===== config.mk =====
export PLATFORM = sky130hd
export DESIGN_NAME = qpll_reset_seq
export DESIGN_NICKNAME = d
export VERILOG_FILES = /design/src/rtl/qpll_reset_seq.sv
export SDC_FILE = /design/constraint.sdc
export NUM_CORES = 1
export LEC_CHECK = 0
export CAP_MARGIN = 20
export CORE_MARGIN = 4
export CORE_UTILIZATION = 40
export DETAILED_ROUTE_END_ITERATION = 16
export HOLD_SLACK_MARGIN = 0.02
export PLACE_DENSITY = 0.59
export SLEW_MARGIN = 20
export SYNTH_ARGS = -nofsm -noshare
export SYNTH_HDL_FRONTEND = slang
export SYNTH_SLANG_ARGS = --single-unit

===== constraint.sdc =====
create_clock -name clk -period 2.8 [get_ports clk]
set_input_delay 0.42 -clock clk [delete_from_list [all_inputs] [get_ports clk]]
set_output_delay 0.42 -clock clk [all_outputs]
set_load 0.05 [all_outputs]

===== src/rtl/qpll_reset_seq.sv =====
// qpll_reset_seq: power-up / reset sequencer for a GTXE2_COMMON QPLL.
// Waits for the fabric PLL to lock, holds the QPLL in power-down, pulses its
// reset, waits for lock with a timeout and bounded retries, then qualifies
// lock stability before raising qpll_ready.
module qpll_reset_seq #(
    parameter int unsigned PD_CYCLES     = 500,
    parameter int unsigned RESET_CYCLES  = 16,
    parameter int unsigned LOCK_TIMEOUT  = 100000,
    parameter int unsigned SETTLE_CYCLES = 1024,
    parameter int unsigned MAX_RETRIES   = 3
) (
    input  logic       clk,
    input  logic       rst,
    input  logic       pll_locked,
    input  logic       qpll_lock,
    input  logic       qpll_refclklost,
    input  logic       restart,
    output logic       qpllpd,
    output logic       qpllreset,
    output logic       qpll_ready,
    output logic       fault,
    output logic [3:0] retry_count
);

    localparam int unsigned MaxAB  = (PD_CYCLES > RESET_CYCLES) ? PD_CYCLES : RESET_CYCLES;
    localparam int unsigned MaxCD  = (LOCK_TIMEOUT > SETTLE_CYCLES) ? LOCK_TIMEOUT : SETTLE_CYCLES;
    localparam int unsigned MaxAll = (MaxAB > MaxCD) ? MaxAB : MaxCD;
    localparam int unsigned CntW   = ($clog2(MaxAll + 1) > 17) ? $clog2(MaxAll + 1) : 17;

    typedef enum logic [2:0] {
        StWaitPll,
        StPowerdown,
        StReset,
        StWaitLock,
        StSettle,
        StReady,
        StFault
    } state_e;

    // Bit 0: pll_locked, bit 1: qpll_lock, bit 2: qpll_refclklost.
    logic [2:0] meta_q, meta_d;
    logic [2:0] sync_q, sync_d;
    logic       pll_s, lock_s, lost_s;

    state_e            state_q, state_d;
    logic [CntW-1:0]   cnt_q, cnt_d;
    logic [3:0]        retry_q, retry_d;
    logic              pd_q, pd_d;
    logic              rstq_q, rstq_d;
    logic              ready_q, ready_d;
    logic              fault_q, fault_d;

    assign pll_s  = sync_q[0];
    assign lock_s = sync_q[1];
    assign lost_s = sync_q[2];

    // Counter preload for a state; dwell of N cycles means N-1 down to 0.
    function automatic logic [CntW-1:0] load_val(input state_e s);
        logic [CntW-1:0] v;
        v = '0;
        unique case (s)
            StPowerdown: v = CntW'(PD_CYCLES - 1);
            StReset:     v = CntW'(RESET_CYCLES - 1);
            StWaitLock:  v = CntW'(LOCK_TIMEOUT - 1);
            StSettle:    v = CntW'(SETTLE_CYCLES - 1);
            default:     v = '0;
        endcase
        return v;
    endfunction

    // Two-flop synchronizer stages for the asynchronous status inputs.
    always_comb begin
        meta_d = {qpll_refclklost, qpll_lock, pll_locked};
        sync_d = meta_q;
    end

    // Next state, dwell counter, retry bookkeeping and registered outputs.
    always_comb begin
        logic fail;
        state_d = state_q;
        retry_d = retry_q;
        cnt_d   = (cnt_q != '0) ? cnt_q - CntW'(1) : cnt_q;
        fail    = 1'b0;

        unique case (state_q)
            StWaitPll: begin
                if (pll_s) state_d = StPowerdown;
            end
            StPowerdown: begin
                if (cnt_q == '0) state_d = StReset;
            end
            StReset: begin
                if (cnt_q == '0) state_d = StWaitLock;
            end
            StWaitLock: begin
                // Lock takes precedence over a simultaneous timeout.
                if (lock_s && !lost_s) state_d = StSettle;
                else if (cnt_q == '0)  fail = 1'b1;
            end
            StSettle: begin
                if (!lock_s || lost_s) fail = 1'b1;
                else if (cnt_q == '0)  state_d = StReady;
            end
            StReady: begin
                // A loss after ready is a fresh event, not a retry.
                if (!lock_s || lost_s) begin
                    state_d = StReset;
                    retry_d = 4'd0;
                end
            end
            StFault: begin
                state_d = StFault;
            end
            default: state_d = StWaitPll;
        endcase

        if (fail) begin
            if (retry_q >= 4'(MAX_RETRIES)) begin
                state_d = StFault;
            end else begin
                state_d = StReset;
                retry_d = retry_q + 4'd1;
            end
        end

        if (restart) begin
            state_d = StWaitPll;
            retry_d = 4'd0;
        end else if (!pll_s && state_q != StWaitPll && state_q != StFault) begin
            state_d = StWaitPll;
        end

        if (state_d != state_q) cnt_d = load_val(state_d);

        // Outputs decoded from the next state so they change with the state register.
        pd_d    = (state_d == StWaitPll) || (state_d == StPowerdown) || (state_d == StFault);
        rstq_d  = pd_d || (state_d == StReset);
        ready_d = (state_d == StReady);
        fault_d = (state_d == StFault);
    end

    // Synchronizer registers.
    always_ff @(posedge clk) begin
        if (rst) begin
            meta_q <= '0;
            sync_q <= '0;
        end else begin
            meta_q <= meta_d;
            sync_q <= sync_d;
        end
    end

    // Sequencer state, counter and output registers.
    always_ff @(posedge clk) begin
        if (rst) begin
            state_q <= StWaitPll;
            cnt_q   <= '0;
            retry_q <= 4'd0;
            pd_q    <= 1'b1;
            rstq_q  <= 1'b1;
            ready_q <= 1'b0;
            fault_q <= 1'b0;
        end else begin
            state_q <= state_d;
            cnt_q   <= cnt_d;
            retry_q <= retry_d;
            pd_q    <= pd_d;
            rstq_q  <= rstq_d;
            ready_q <= ready_d;
            fault_q <= fault_d;
        end
    end

    assign qpllpd      = pd_q;
    assign qpllreset   = rstq_q;
    assign qpll_ready  = ready_q;
    assign fault       = fault_q;
    assign retry_count = retry_q;

endmodule

==> qor.yml <==
cts:
  clk_pin_slew_worst_paths_ns: 0.07
  cts_made_buffers: 5
  insertion_delay_ns: 0.29
  clock-root-buffer: "clkbuf_8"
  cts_setup_buffers: 0
  ctsResizeCount: 0
  cts_max_level: 2
  clock_path_buffers: 2
  cts_tree: "yes"
  numClockSinks: 34
  holdBufCountCts: 0
layout:
  syn_to_final_growth_pct: 14.9
  drive_gt1_frac: 0.161
  antenna_cells: 0
  instances_no_fill: 288
  final_common_cell: "dfxtp_1"
  stdcell_area_um2: 2210
  layout_common_cells: "dfxtp_1 (34), nor2_1 (24), clkdlybuf4s50_1 (13), nand2_1 (11), buf_4 (11)"
  post-route-util: 0.490
  fin_nets: 244
global_routing:
  grt_remaining_overflow: 0
  first_global_vias: 1486
  grtUsageTotal: 0.149
  antenna_found_initial: 0
  grt_max_degree: 22
  grt_pass1_wl_mm: 7.07
worst_setup_path:
  crit_path_start_kind: "register"
  cp_data_required_time_ns: 2.97
  critPathCaptureType: "register"
  ff2ff_path_depth: 10
  cp_max_fo: 5
  critPathKind: "register to register"
  rr_startpoint: "cnt_q[1]"
  r2r_end: "qpllreset"
  rrSetupSlack_ns: 0.43
  cp.arrival_ns: 2.55
logic_synthesis:
  synth-compound-area-share: 0.166
  synth-seq-area-share: 0.355
  dominantRegCellSynth: "dfxtp_1"
  synth_xor_area_frac: 0.0776
  post_synth_mux_area_share: 0.0117
  ys_seq_elements: 34
  netlist_area_um2: 1920
  syn_avg_cell_area_um2: 8.97
  synth_adder_area_share: 0.0196
  synth_top_family_by_area: "simple AND/OR/NAND/NOR gates"
  synth_async_sr_flop_share: 0
  synth-edff-count: 0
  synthSimpleGateAreaFrac: 0.314
  syn_nets: 223
  yosysUniqueCellTypes: 55
  yosysWarnings: 0
  syn-instance-count: 214
timing:
  max_freq_mhz: 421
  hold_viol_final: 0
  finalSetupTns_ns: 0
  worst_pin_slew_ns: 0.497
  rsz0062_at_grt: "no"
  skew_ns: 0.00681
  whs_ns: 0.436
  fin_crit_sh: 0.847
  period_needed_ns: 2.37
  relSlewSlack: 0.667
  slew_viol_final: 0
  setup_viol: 0
place:
  post-place-cells: 280
  placed_cell_area_um2: 2110
  numPortBuffers: 13
  place.gp.congestion: 0.792
  dpl.hpwl_mm: 2.95
die:
  design.die.area_um2: 5970
  die_w_um: 77.3
  row_count: 24
  start_util: 0.426
  fp.coreArea_um2: 4500
  pin_count: 14
  die_h_um: 77.3
power:
  internal-power_uw: 1280
  p_switching_uw: 833
  peakVddDrop_uv: 320
  power_density_nw_per_um2: 959
  p_comb_frac: 0.476
  total_leakage_power_uw: 0.000860
  clkPwrFrac: 0.178
  p_seq_frac: 0.346
  switching_share: 0.394
drt:
  viasPerCell: 5.52
  dr_total_vias: 1589
  drt_iter0_drc: 82
  first_pass_iters: 4
  wl_per_cell_um: 13.9
  detail-route-antenna-nets: 0
  wirelength_mm: 4.01
  drc: 0
flow_run:
  maxCapViolations: 0
hold_path:
  whs_path_depth: 1
  holdCritStartpoint: "meta_q[1]"
  hold_end: "sync_q[1]"
  hp-class: "register to register"
run_status:
  status: "completed"
==> flip-flops by register name, summed over array words and instances, names as in the netlist <==
signal and count:
cnt_q 17, fault 1, meta_q 3, qpll_ready 1, qpllpd 1, qpllreset 1
retry_count 4, state_q 3, sync_q 3
==> layer usage <==
metal,track usage,up-vias,wire [um]
li1,-,805,-
met1,0.200,755,2020
met2,0.221,24,1760
met3,0.0422,5,168
met4,0.0641,0,61
met5,0,-,0
==> Yosys cell counts (2+ instances only) <==
library cell  instances  area (um^2)
nand3b_1              2         15.0
inv_1                 7         26.3
mux2_2                2         22.5
a31oi_1               2         12.5
a31o_2                3         26.3
a21oi_1               5         25.0
nor2_1               24         90.1
nand3_1               9         45.0
clkbuf_1              2         7.51
buf_6                 4         45.0
nor4b_1               2         17.5
xor2_1               10         87.6
nand4_1               2         12.5
a21o_1                2         15.0
and3_1                2         12.5
a311oi_1              2         17.5
buf_4                 2         15.0
nor4_1                5         31.3
nand2_1              11         41.3
nand2b_1              8         50.1
o21ai_0               9         45.0
a311oi_2              2         30.0
xnor2_1               7         61.3
dfxtp_1              34          681
a211oi_1              2         15.0
ha_1                  3         37.5
nand4b_1              2         17.5
nor2b_1              10         62.6
o22ai_1               3         18.8
nor3_1               10         50.1
nor3b_1               2         15.0
==> cell type report <==
type / instances / area [um^2]
Clock inverter: 1 / 5.00
Sequential cell: 34 / 681
Fill cell: 426 / 2300
Inverter: 7 / 26.3
Timing Repair Buffer: 24 / 213
Clock buffer: 7 / 86.3
Tap cell: 52 / 65.1
Multi-Input combinational cell: 163 / 1130
==> worst max path at each step <==
stage	startpoint	to	slack [ns]	cells past startpoint
floorplan	retry_count[0]	qpllreset	0.43	7
global placement	restart	cnt_q[6]	0.32	8
detailed placement	restart	cnt_q[6]	0.31	8
CTS	retry_count[0]	qpllreset	0.43	7
global route	cnt_q[1]	qpllreset	0.22	10
finish	cnt_q[1]	qpllreset	0.43	10
==> power by group through the flow <==
stage	Combinational (uW)	Sequential, uW	Clock, uW
floorplan	750	713	0
global placement	1010	740	0
detailed placement	998	741	0
CTS	1010	730	392
global route	1130	746	419
finish	1010	731	376
==> critical path, cell delays in order, from the launching register on <==
cell      delay (ns)
dfxtp_1         0.35
inv_1           0.11
ha_1            0.18
nor4b_1         0.32
and4_2          0.36
a211oi_1        0.09
buf_4           0.15
nand2b_4        0.15
nand2b_1        0.20
a21o_1          0.20
o21bai_1        0.15
==> stage by stage <==
| step | worst slack [ns] | total power [uW] |
|---|---|---|
| 6_report | 0.427 | 2110 |
| 5_1_grt | 0.222 | 2290 |
| 4_1_cts | 0.430 | 2130 |
| 3_5_place_dp | 0.307 | 1740 |
| 3_3_place_gp | 0.323 | 1750 |
| 2_1_floorplan | 0.428 | 1460 |
==> cells by family (layout without fill, tap and decap cells) <==
group	count (synthesis)	count (layout)
AOI/OAI and AO/OA	40	40
muxes	2	2
DFF	34	34
buffers and inverters	17	39
adders and majority gates	3	3
and+or+nand+nor	101	101
xor gates and xnor gates	17	17
No activity file was read; power rests on OpenSTA's default activity.
